[src/rtl/store_rmw_unit.sv]
// Sub-word store engine between the datapath B register and data memory.
// Word stores go straight to a memory write; byte/halfword stores read the
// containing word, merge the addressed lane(s) and write the word back.
// Illegal halfword/word offsets are rejected without touching memory.
//
// Ports:
//   i_clk, i_rst_n          clock (rising edge), async active-low reset
//   i_start                 request strobe, sampled only when idle
//   i_addr, i_store_data    byte address and store source
//   i_store_size            0x: word, 10: byte, 11: halfword
//   o_mem_addr              word-aligned memory address
//   o_mem_rd, o_mem_wr      read / write requests, held until i_mem_ready
//   o_mem_wdata             merged write word
//   i_mem_rdata             read data, valid with i_mem_ready during a read
//   i_mem_ready             memory completed the current request
//   o_busy, o_done          in-flight flag and one-cycle completion pulse
//   o_misaligned            one-cycle reject pulse, coincident with o_done
module store_rmw_unit #(
    parameter int unsigned DATA_W = 32,
    parameter int unsigned ADDR_W = 32
) (
    input  logic              i_clk,
    input  logic              i_rst_n,
    input  logic              i_start,
    input  logic [ADDR_W-1:0] i_addr,
    input  logic [DATA_W-1:0] i_store_data,
    input  logic [1:0]        i_store_size,
    output logic [ADDR_W-1:0] o_mem_addr,
    output logic              o_mem_rd,
    output logic              o_mem_wr,
    output logic [DATA_W-1:0] o_mem_wdata,
    input  logic [DATA_W-1:0] i_mem_rdata,
    input  logic              i_mem_ready,
    output logic              o_busy,
    output logic              o_done,
    output logic              o_misaligned
);

    localparam int unsigned LANES = DATA_W / 8;
    localparam int unsigned OFF_W = $clog2(LANES);

    typedef enum logic [2:0] {
        StIdle,
        StRead,
        StMerge,
        StWrite,
        StDone,
        StErr
    } state_e;

    state_e r_state;
    state_e w_state_next;

    logic [ADDR_W-1:0] r_addr;
    logic [DATA_W-1:0] r_data;
    logic [1:0]        r_size;
    logic [DATA_W-1:0] r_merge;

    logic [OFF_W-1:0]  w_off_in;
    logic              w_reject;
    logic              w_accept;
    logic [OFF_W-1:0]  w_off;
    logic [OFF_W+2:0]  w_lsb;
    logic [DATA_W-1:0] w_merged;

    // Legality is judged on the incoming request so IDLE can branch to ERR directly.
    assign w_off_in = i_addr[OFF_W-1:0];
    assign w_reject = i_store_size[1] ? (i_store_size[0] & w_off_in[0])
                                      : (w_off_in != '0);
    assign w_accept = (r_state == StIdle) && i_start;

    assign w_off = r_addr[OFF_W-1:0];
    assign w_lsb = {w_off, 3'b000};

    // Lane merge; halfword offsets are even, so the 16-bit slice never runs off the word.
    always_comb begin
        w_merged = r_merge;
        if (r_size[0]) begin
            w_merged[w_lsb +: 16] = r_data[15:0];
        end else begin
            w_merged[w_lsb +: 8] = r_data[7:0];
        end
    end

    // State register
    always_ff @(posedge i_clk or negedge i_rst_n) begin
        if (!i_rst_n) begin
            r_state <= StIdle;
        end else begin
            r_state <= w_state_next;
        end
    end

    // Next-state logic
    always_comb begin
        w_state_next = r_state;
        unique case (r_state)
            StIdle: begin
                if (i_start) begin
                    if (w_reject) begin
                        w_state_next = StErr;
                    end else if (!i_store_size[1]) begin
                        w_state_next = StWrite;
                    end else begin
                        w_state_next = StRead;
                    end
                end
            end
            StRead:  if (i_mem_ready) w_state_next = StMerge;
            StMerge: w_state_next = StWrite;
            StWrite: if (i_mem_ready) w_state_next = StDone;
            StDone:  w_state_next = StIdle;
            StErr:   w_state_next = StIdle;
            default: w_state_next = StIdle;
        endcase
    end

    // Request capture and merge register
    always_ff @(posedge i_clk or negedge i_rst_n) begin
        if (!i_rst_n) begin
            r_addr  <= '0;
            r_data  <= '0;
            r_size  <= '0;
            r_merge <= '0;
        end else begin
            if (w_accept) begin
                r_addr <= i_addr;
                r_data <= i_store_data;
                r_size <= i_store_size;
            end
            if (r_state == StRead && i_mem_ready) begin
                r_merge <= i_mem_rdata;
            end else if (r_state == StMerge) begin
                r_merge <= w_merged;
            end
        end
    end

    // Outputs decode the state register only: no path from i_mem_ready.
    always_comb begin
        o_mem_rd     = (r_state == StRead);
        o_mem_wr     = (r_state == StWrite);
        o_busy       = (r_state == StRead) || (r_state == StMerge) || (r_state == StWrite);
        o_done       = (r_state == StDone) || (r_state == StErr);
        o_misaligned = (r_state == StErr);
        o_mem_addr   = {r_addr[ADDR_W-1:OFF_W], {OFF_W{1'b0}}};
        o_mem_wdata  = r_size[1] ? r_merge : r_data;
    end

endmodule

[config.mk]
export PLATFORM = sky130hd
export DESIGN_NAME = store_rmw_unit
export DESIGN_NICKNAME = d
export VERILOG_FILES = /design/src/rtl/store_rmw_unit.sv
export SDC_FILE = /design/constraint.sdc
export NUM_CORES = 1
export LEC_CHECK = 0
export CAP_MARGIN = 20
export CORE_AREA = 2 2 118 166
export CTS_CLUSTER_SIZE = 25
export DETAILED_ROUTE_END_ITERATION = 7
export DIE_AREA = 0 0 120 168
export PLACE_DENSITY = 0.66
export SLEW_MARGIN = 10
export SYNTH_ARGS = -nofsm -noshare
export SYNTH_HDL_FRONTEND = slang
export SYNTH_SLANG_ARGS = --single-unit
[constraint.sdc]
create_clock -name i_clk -period 2.2 [get_ports i_clk]
set_input_delay 0.55 -clock i_clk [delete_from_list [all_inputs] [get_ports i_clk]]
set_output_delay 0.55 -clock i_clk [all_outputs]
set_load 0.1 [all_outputs]
==> results.txt, run 1 <==
- The flow ran to the end, and the final reports show no timing, DRC or antenna violations.
- The count of buffers added on input and output ports is 168.
- The first global-routing pass estimated 25.2 mm of wire.
* Post-Syn Area per Cell: 11.3 um^2
- Slowest cell on the critical path: sky130_fd_sc_hd__mux2_2
- The detail route stage leaves a number of antenna-violating nets equal to 0.
* Worst Setup EP: o_mem_wdata[8]
- The tool flagged a number of max-cap violations equal to 0.
- Max Root-Sink Buffers: 2
- The critical path is of the flip-flop to primary output type.
- TritonCTS clock tree: done
* Average vias per placed instance: 4.90
* Type of the worst min-delay path: input pin to asynchronous set/reset pin
- Dominant cells by area after synthesis: sky130_fd_sc_hd__dfrtp_1 (46%), sky130_fd_sc_hd__mux2_2 (22%), sky130_fd_sc_hd__buf_4 (4.5%)
* Via count of the first global-routing pass: 4610
- Fraction of final layout cells sized beyond drive strength 1: 0.362
* Transition time of the tightest slew-check pin: 597 ps
- Worst slack after detailed placement: -56.4 ps
* Area of the core region: 18800 um^2
- In the final design database the tool counted 733 nets.
* Final hold violations: 0
* Cell variety after synth: 47
* Width of the die: 120 um
- Share of Yosys cell area claimed by the top area cell type: 0.458
- The tree is rooted in a sky130_fd_sc_hd__clkbuf_16.
- At the end of routability-driven placement, the weighted congestion stood at 0.887.
- Wire per inst: 18.5 um
- Initial DRT Pass Iterations: 4
- In this run the tightest slew margin relative to its limit is 0.602.
- In this run the number of cells on the critical path is 3.
- H-tree depth reported by CTS: 3
* Final setup fails: 0
- Arrival time of the worst setup path: 1560 ps
- Startpoint of the most critical setup path: r_size[1]
* Final Non-Filler Cells: 877
* Violation count after the first detailed-routing iteration: 212
- Subtracting the final worst setup slack from the clock period gives 2110 ps.
- STA classifies the critical path endpoint as a primary output.
* Number of max-slew violations in the final report: 0
* Pin count of the biggest net entering global routing: 44
* Half-perimeter wire length after detailed placement: 12.6 mm
* Worst slack on hold paths: 135 ps
* Final instance area: 7940 um^2
- Overall die area: 20200 um^2
- At the worst endpoint, the required time is 1650 ps.
- Ys Warns: 0
- Measured in cells, the most critical reg-to-reg path has a length of 6.
* Clock buffer count from CTS: 9
* RSZ-0062 raised after global routing: no
- Number of top-level pins: 171
- Post-route clock period utilization: 0.960
* Clock sinks: 101
- Fmax achieved: 473 MHz
- The floorplan has 60 rows.
- The initial utilization of the core area, before any placement, comes to 0.293.
* Setup WS post-layout: 87.6 ps
- Instance area at placement: 7640 um^2
* Critical register-to-register path startpoint: r_addr[1]
* Flop and latch count out of synthesis: 101
* CP peak stage delay: 410 ps
- Including well taps, the total number of placed cells is 862.
- Overall routed net length: 16.2 mm
- The worst setup path is launched from a flip-flop.
* GRT overflow: 0
* Initial antenna violation count: 0
* Combined buffer and inverter count along the critical path: 2
* Cell family contributing the most delay on the critical path: buffers and inverters
* Worst Clk Skew: 8.05 ps
* Count of vias placed by the detailed router: 4299
- The repair_antennas step left the layout with diodes totalling 0.
* Skew-Pair Late Insertion Delay: 350 ps
* Growth of design area from synthesis to finish: 43.9%
* Clk slew on worst S/H paths: 70 ps
- Vertical die dimension: 168 um
- Across every metal layer, demand over resource in global routing totals 0.161.
- For this run, the register share of the synthesized area comes to 0.458.
- Setup slack of the most critical reg-to-reg path: 130 ps
* Chain of cells forming the critical path: buf_4 -> mux2_2 -> buf_12
- Of all nets on the critical path, the largest fanout is 18.
- The biggest area contributor in the post-synthesis netlist is sky130_fd_sc_hd__dfrtp_1.
- Synthesized area: 5510 um^2
- Capturing point of the worst reg2reg path: r_merge[8]
- After technology mapping, the gate count stands at 489.
- DRC errors left: 0
* Total of hold buffers inserted after clock tree synthesis: 0
[cells in the mapped netlist (all sizes together)]
cell	count
inv	2
nand3	11
and3	9
a221oi	1
a21oi	22
o221ai	8
nor3b	1
ha	6
nor2	15
nand2b	1
a32oi	1
buf	54
dfrtp	101
a211oi	1
mux2i	2
nand4b	1
or4b	1
a22oi	14
or3b	1
xnor2	1
and2	10
and3b	2
conb	1
nor3	1
nor2b	11
and4bb	3
a2bb2oi	13
o2111ai	6
nand4bb	1
a221o	1
o21a	2
o31ai	1
o21ai	23
nand2	35
a41oi	2
mux2	106
nand3b	3
clkbuf	13
o21ba	2
[metal layers]
metal | vias to the layer above | wire length, um | GRT usage
met4 | 0 | 383 | 0.0634
met3 | 24 | 570 | 0.0254
met2 | 107 | 8940 | 0.294
met5 | - | 0 | 0
li1 | 2001 | - | -
met1 | 2167 | 6340 | 0.185
[flip-flops by register name (all words and copies together), names as in the netlist]
name,flops
r_addr,32
r_data,32
r_merge,32
r_size,2
r_state,3
[layout make-up]
cell class / count / area (um^2)
fill: 1732 / 10900
timing repair buffer: 191 / 2210
sequential: 101 / 2530
multi-input combinational: 320 / 2590
tap: 248 / 310
inverter: 2 / 7.51
clock inverter: 4 / 32.5
clock buffer: 11 / 253
[stage by stage]
stage	util	TNS (ps)
floorplan	-	-43.8
detailed placement	0.405	-381
finish	0.421	0
global route	0.421	0
CTS	0.421	0
global placement	0.405	0
[logic make-up (layout without fill, tap and decap cells)]
kind of cell / Yosys count / count (layout) / synth area share
multiplexers: 108 / 108 / 0.220
adder cells (fa/ha/maj): 6 / 6 / 0.0136
AO/OA/AOI/OAI: 97 / 97 / 0.124
other: 1 / 2 / 0.000680
flip-flops: 101 / 101 / 0.458
buffers and inverters: 69 / 208 / 0.0785
AND/OR/NAND/NOR: 106 / 106 / 0.103
XOR/XNOR: 1 / 1 / 0.00159
[layout by cell type (no fill, tap or decap), types with 3 or more instances in the layout]
cell,count
sky130_fd_sc_hd__buf_4,49
sky130_fd_sc_hd__nor2_1,13
sky130_fd_sc_hd__and4bb_2,3
sky130_fd_sc_hd__and2_1,9
sky130_fd_sc_hd__nand2_1,35
sky130_fd_sc_hd__mux2_2,106
sky130_fd_sc_hd__and3_1,9
sky130_fd_sc_hd__nand3_1,11
sky130_fd_sc_hd__o21ai_0,19
sky130_fd_sc_hd__dfrtp_1,101
sky130_fd_sc_hd__a21oi_1,21
sky130_fd_sc_hd__o2111ai_1,6
sky130_fd_sc_hd__o21ai_1,3
sky130_fd_sc_hd__a22oi_1,14
sky130_fd_sc_hd__buf_12,42
sky130_fd_sc_hd__ha_1,6
sky130_fd_sc_hd__nor2b_1,8
sky130_fd_sc_hd__nand3b_1,3
sky130_fd_sc_hd__o221ai_1,8
sky130_fd_sc_hd__a2bb2oi_1,13
sky130_fd_sc_hd__clkdlybuf4s50_1,100
sky130_fd_sc_hd__clkbuf_16,9
[worst min-delay path by stage]
stage,depth (start not counted),slack (ps),to,start
after floorplan,0,250,r_addr[0],i_rst_n
after global placement,1,490,r_data[16],r_data[16]
after detailed placement,2,490,r_merge[15],r_merge[15]
after CTS,1,140,r_addr[29],i_rst_n
after global routing,1,160,r_addr[29],i_rst_n
final,1,140,r_addr[29],i_rst_n
[worst reg2reg max path: stages (launching register included)]
cell,delay [ps]
sky130_fd_sc_hd__dfrtp_1,410
sky130_fd_sc_hd__inv_1,100
sky130_fd_sc_hd__ha_1,410
sky130_fd_sc_hd__and4bb_2,400
sky130_fd_sc_hd__and2_1,320
sky130_fd_sc_hd__a32oi_1,110
sky130_fd_sc_hd__o31ai_1,240
[repair_timing]
action / CTS / global route
buffers inserted: 0 / 0
resized for setup: 1 / 2
endpoints found under the setup margin: 2 / 3
cloned: 0 / 0
Power of run 1 is left out: the tool's default activity adds up to more than one toggle a clock period on the data nets, which glitch-free logic cannot reach.
==> run 2, diff against run 1 <==
- PLACE_DENSITY: 0.66 -> 0.68
==> run 2 against run 1 <==
Compared with the run above:
- via count up 0.16%
- non-clock buffer count unchanged
- clock-buffer cell count down 2
- clock skew up 2.0 ps
- hold slack worse by 94 ps
- routed wire length down 3.2%
- critical endpoint unchanged
- utilization about the same
- worst setup slack worse by 15 ps
- critical path depth unchanged
- register-to-register slack better by 50 ps
- final area about the same
- first-iteration DRC count up 10%
==> results.txt, run 2 (same netlist as run 1, synthesis figures left out) <==
- Result of the run: finished clean (unchanged)
- The final count of pins violating max slew came to 0 (unchanged).
* Clock buffer count from CTS: 9 (unchanged)
- Worst Clk Skew: 10.1 ps (was 8.05 ps)
- Time the worst path needs with I/O delays and setup: 2130 ps (was 2110 ps)
- Skew-Pair Late Insertion Delay: 360 ps (was 350 ps)
* GRT met3 Usage: 0.0335 (was 0.0254)
- Final hold violations: 0 (unchanged)
- Post-route clock period utilization: 0.967 (was 0.960)
* RSZ-0062 raised after global routing: no (unchanged)
- The total global routing overflow is 0 (unchanged).
- The floorplan die area was 20200 um^2 (unchanged).
- The clock root buffer was sky130_fd_sc_hd__clkbuf_16 (unchanged).
* Slowest cell on the critical path: sky130_fd_sc_hd__mux2_2 (unchanged)
- TritonCTS clock tree: done (unchanged)
* Critical path depth in cells: 3 (unchanged)
- Wire per inst: 17.9 um (was 18.5 um)
- The total routed wirelength is 15.7 mm (was 16.2 mm).
- The commonest non-fill, non-tap cell in the layout is sky130_fd_sc_hd__mux2_2 (unchanged).
- The maximum clock path buffer count came to 2 (unchanged).
* Initial DRT Pass Iterations: 5 (was 4)
- The final weighted congestion of routability-driven global placement came to 0.885 (was 0.887).
- Growth of design area from synthesis to finish: 43.8% (was 43.9%)
* Cell repeated most along the worst path: sky130_fd_sc_hd__buf_12
- The clock-pin slew on the worst setup and hold paths is 80 ps (was 70 ps).
- Violation count after the first detailed-routing iteration: 234 (was 212)
- The data arrival at the endpoint of the critical path was 1580 ps (was 1560 ps).
- The worst-margin pin slew is 527 ps (was 597 ps).
* Capturing point of the worst reg2reg path: r_merge[26] (was r_merge[8])
- Vertical die dimension: 168 um (unchanged)
* Final setup fails: 0 (unchanged)
* CP peak stage delay: 410 ps (about the same)
- The initial standard-cell utilization of the core was 0.293 (unchanged).
- Register-to-Register Path Depth: 6 (unchanged)
* Count of vias placed by the detailed router: 4306 (was 4299)
- The data required time at the worst endpoint was 1650 ps (about the same).
- The fraction of layout instances using a drive strength above 1 was 0.362 (about the same).
- The reg-to-reg setup timing slack is 180 ps (was 130 ps).
- Average vias per placed instance: 4.90 (about the same)
* Via count of the first global-routing pass: 4537 (was 4610)
* Global router's overall resource usage: 0.159 (was 0.161)
* Type of the worst min-delay path: input pin to asynchronous set/reset pin (unchanged)
- The number of cell rows came to 60 (unchanged).
* Global route hottest layer: met2 (unchanged)
- Total of hold buffers inserted after clock tree synthesis: 0 (unchanged)
* Biggest regs: r_addr x32, r_data x32, r_merge x32 (unchanged)
* First-pass GRT wire length: 24.8 mm (was 25.2 mm)
- Most used cells in the layout excluding fill and tap cells: sky130_fd_sc_hd__mux2_2 (106), sky130_fd_sc_hd__dfrtp_1 (101), sky130_fd_sc_hd__clkdlybuf4s50_1 (100) (unchanged).
- Post-CTS setup buffer count: 0 (unchanged)
- Total Nets Final: 733 (unchanged)
* Pin count of the biggest net entering global routing: 48 (was 44)
* Combined buffer and inverter count along the critical path: 2 (unchanged)
- Cell family contributing the most delay on the critical path: multiplexers (was buffers and inverters)
* H-tree depth reported by CTS: 3 (unchanged)
* GRT met2 Usage: 0.275 (was 0.294)
- Quantity of gates resized following cts: 0 (was 1)
* Half-perimeter wire length after detailed placement: 11.7 mm (was 12.6 mm)
- The critical path endpoint category is a primary output (unchanged).
* Critical path fanouts, max: 32 (was 18)
- Clock sinks: 101 (unchanged)
- Critical register-to-register path startpoint: r_addr[1] (unchanged)
- # port buffers: 168 (unchanged)
- Startpoint types: flip-flop (unchanged)
* Chain of cells forming the critical path: buf_12 -> mux2_2 -> buf_12 (was buf_4 -> mux2_2 -> buf_12)
- The worst hold slack came to 41.6 ps (was 135 ps).
- The number of antenna violations at the first check in global routing is 0 (unchanged).
- The category of the most critical setup path is flip-flop to primary output (unchanged).
- The number of design rule violations left after detail routing was 0 (unchanged).
* Width of the die: 120 um (unchanged)
- GRT met1 Usage: 0.190 (was 0.185)
- The boundary pin count came to 171 (unchanged).
- Headroom to the max-slew limit: 0.649 (was 0.602)
- The count of max-cap constraint violations came to 0 (unchanged).
- Routed Antenna Nets: 0 (unchanged)
- Area of the core region: 18800 um^2 (unchanged)
- Fmax achieved: 470 MHz (was 473 MHz)
- The antenna diode count is 0 (unchanged).
-- run 2: cell types whose count changed in the layout (fill, tap and decap cells not counted), sizes merged --
cell      before  now
inv            3    7
clkbuf        11    9
clkinvlp       2    1
-- run 2: layout make-up --
| type | count | area [um^2] |
|---|---|---|
| clock buffers | 9 | 225 |
| clock inverters | 7 | 62.6 |
| fillers | 1778 | 10900 |
| inverters | 2 | 7.51 |
| multi-input cells | 320 | 2590 |
| flip-flops and latches | 101 | 2530 |
| well taps | 248 | 310 |
| repair buffers | 191 | 2210 |
-- run 2: layer usage --
layer,wire length (um),part of all wire
met1,6250,0.40
met2,8240,0.52
met3,791,0.050
met4,423,0.027
met5,0,0
-- run 2: through the flow --
stage | setup WS [ps] | utilization | instances | instance area [um^2] | setup TNS, ps
after floorplan | -43.8 | - | 490 | 5540 | -43.8
after global placement | -89.6 | 0.405 | 862 | 7640 | -687
after detailed placement | -107 | 0.405 | 862 | 7640 | -838
after CTS | 34.7 | 0.421 | 878 | 7930 | 0
after global routing | 17.9 | 0.421 | 878 | 7930 | 0
final | 73.0 | 0.421 | 878 | 7930 | 0
-- run 2: worst max-delay path by stage --
stage,from,endpoint,slack (ps)
finish,r_size[1],o_mem_wdata[8],70
global route,r_size[1],o_mem_wdata[7],20
CTS,r_size[1],o_mem_wdata[8],30
detailed placement,i_mem_ready,r_merge[27],-110
global placement,i_mem_ready,r_merge[28],-90
floorplan,r_state[2],o_misaligned,-40
Power of run 2 is left out for the same reason.
==> run 3, diff against run 2 <==
- CORE_AREA: 2 2 118 166 -> 2 2 99 139
- DIE_AREA: 0 0 120 168 -> 0 0 101 141
- PLACE_DENSITY: 0.68 -> 0.88
- SLEW_MARGIN: 10 -> 20
==> run 3 against run 2 <==
Compared with the run above:
- register-to-register slack lost 50 ps
- via count grew 4.2%
- utilization grew 18 points
- routed wire length is essentially flat
- clock-buffer cell count grew 2
- worst setup slack gained 19 ps
- global-route usage grew 6.1 points
- first-iteration DRC count grew 53%
- critical path depth is the same
==> results.txt, run 3 (same netlist as run 1, synthesis figures left out) <==
- DRC errors left: 0 (unchanged)
* Worst Clk Skew: 5.30 ps (was 10.1 ps)
- Commonest non-fill, non-tap cell in the layout: sky130_fd_sc_hd__mux2_2 (unchanged)
- H-tree depth reported by CTS: 3 (unchanged)
* Area of the core region: 13100 um^2 (was 18800 um^2)
- The fraction of layout instances using a drive strength above 1 is 0.361 (was 0.362).
- Via count of the first global-routing pass: 4777 (was 4537)
- The maximum clock path buffer count is 2 (unchanged).
* # port buffers: 168 (unchanged)
- The data required time at the worst endpoint was 1650 ps (about the same).
- Final instance area: 7870 um^2 (was 7930 um^2)
* Setup WS post-layout: 91.6 ps (was 73.0 ps)
- The sum of net half-perimeters after detailed placement came to 11.9 mm (was 11.7 mm).
* Setup slack of the most critical reg-to-reg path: 130 ps (was 180 ps)
- RSZ-0062 raised after global routing: no (unchanged).
* Clock buffer count from CTS: 9 (unchanged)
- Biggest regs: r_addr x32, r_data x32, r_merge x32 (unchanged)
- The number of nets in the final layout came to 731 (was 733).
- Width of the die: 101 um (was 120 um)
- Startpoint-to-endpoint class of the critical path: flip-flop to primary output (unchanged)
- Total of max-cap violations: 0 (unchanged)
- The largest net degree at the start of global routing came to 46 (was 48).
* GRT overflow: 0 (unchanged)
* Slowest cell on the critical path: sky130_fd_sc_hd__mux2_2 (unchanged)
- Initial antenna violation count: 0 (unchanged)
- Result of the run: finished clean (unchanged).
- The worst-margin pin slew was 638 ps (was 527 ps).
- Headroom to the max-slew limit: 0.575 (was 0.649)
* Wire per inst: 20.0 um (was 17.9 um)
* Routed Antenna Nets: 0 (unchanged)
- First-pass GRT wire length: 24.2 mm (was 24.8 mm)
- Chain of cells forming the critical path: buf_12 -> mux2_2 -> buf_12 (unchanged).
- Clock root cell: sky130_fd_sc_hd__clkbuf_16 (unchanged)
- Average vias per placed instance: 5.72 (was 4.90)
- The share of the core filled with cells is 0.599 (was 0.421).
- Initial DRT Pass Iterations: 6 (was 5)
- The floorplan die area was 14200 um^2 (was 20200 um^2).
- CP peak stage delay: 400 ps (was 410 ps)
- Global router's overall resource usage: 0.220 (was 0.159)
* Final hold violations: 0 (unchanged)
- The final number of setup-violating endpoints was 0 (unchanged).
- The latest clock arrival within the worst-skew pair came to 350 ps (was 360 ps).
- The critical path endpoint category is a primary output (unchanged).
* Cell repeated most along the worst path: sky130_fd_sc_hd__buf_12 (unchanged)
* Cell row count: 50 (was 60)
- Time the worst path needs with I/O delays and setup: 2110 ps (was 2130 ps)
* Antenna fix cells: 0 (unchanged)
* Type of the worst min-delay path: input pin to asynchronous set/reset pin (unchanged)
- The final weighted congestion of routability-driven global placement is 0.931 (was 0.885).
* Register-to-Register Path Depth: 6 (unchanged)
* Worst slack after detailed placement: -49.9 ps (was -107 ps)
- The data arrival at the endpoint of the critical path was 1560 ps (was 1580 ps).
- Startpoint types: flip-flop (unchanged)
- Number of max-slew violations in the final report: 0 (unchanged)
* Clock sinks: 101 (unchanged)
* Clk slew on worst S/H paths: 70 ps (was 80 ps)
* Critical path fanouts, max: 32 (unchanged)
- The number of setup buffers added after CTS is 0 (unchanged).
- Fmax achieved: 474 MHz (was 470 MHz)
- Setup Total Neg Slack: 0 ps (unchanged)
* TritonCTS clock tree: done (unchanged)
* Instance area at placement: 7530 um^2 (was 7640 um^2)
- The vertical extent of the die was 141 um (was 168 um).
- The signed area change from the synthesized netlist to the final layout is 42.8% (was 43.8%).
- The total routed wirelength was 15.7 mm (about the same).
* Post-route clock period utilization: 0.958 (was 0.967)
- Violation count after the first detailed-routing iteration: 358 (was 234)
* Count of vias placed by the detailed router: 4488 (was 4306)
* Number of top-level pins: 171 (unchanged)
- The initial standard-cell utilization of the core was 0.420 (was 0.293).
- Most used cells in the layout excluding fill and tap cells: sky130_fd_sc_hd__mux2_2 (106), sky130_fd_sc_hd__dfrtp_1 (101), sky130_fd_sc_hd__clkdlybuf4s50_1 (100) (unchanged).
run 3: changes by cell type in the layout (fill, tap and decap cells not counted), moves of 2 or more:
cell and delta:
sky130_fd_sc_hd__buf_12 +2, sky130_fd_sc_hd__buf_4 -4, sky130_fd_sc_hd__bufinv_16 +2, sky130_fd_sc_hd__clkbuf_8 +2
sky130_fd_sc_hd__inv_6 -3
run 3: per-stage QoR:
step,hold WS [ps],instances
floorplan,254,490
global placement,486,768
detailed placement,488,768
CTS,162,784
global route,170,784
finish,139,784
run 3: cell type report:
cell class / count / area (um^2)
Multi-Input combinational cell: 320 / 2590
Sequential cell: 101 / 2530
Fill cell: 1044 / 5260
Clock buffer: 11 / 253
Clock inverter: 5 / 81.3
Timing Repair Buffer: 189 / 2220
Tap cell: 156 / 195
Inverter: 2 / 7.51
run 3: timing repair:
action	4_1_cts	5_1_grt
hold buffers	0	0
endpoints found under the hold margin	0	0
gates resized for setup	1	1
setup endpoints to repair	1	3
run 3: worst paths after layout:
kind,from,end
max,r_size[1],o_mem_wdata[6]
min,i_rst_n,r_addr[28]
max reg2reg,r_addr[1],r_merge[29]
min reg2reg,r_data[26],r_data[26]
max in group asynchronous,i_rst_n,r_addr[18]
min in group i_clk,r_data[26],r_data[26]
run 3: worst max-delay path, delay by kind of cell (launching register included):
family | cells | cell delay [ps]
buf+inv | 2 | 390
mux | 1 | 400
flops | 1 | 390
run 3: layer usage:
layer / part of all wire / vias to the layer above / wire (um) / global-route usage
met5: 0 / - / 0 / 0
met4: 0.040 / 0 / 629 / 0.119
met3: 0.064 / 49 / 1010 / 0.0367
met2: 0.55 / 217 / 8630 / 0.395
met1: 0.35 / 2221 / 5450 / 0.243
li1: - / 2001 / - / -
Power of run 3 is left out for the same reason.
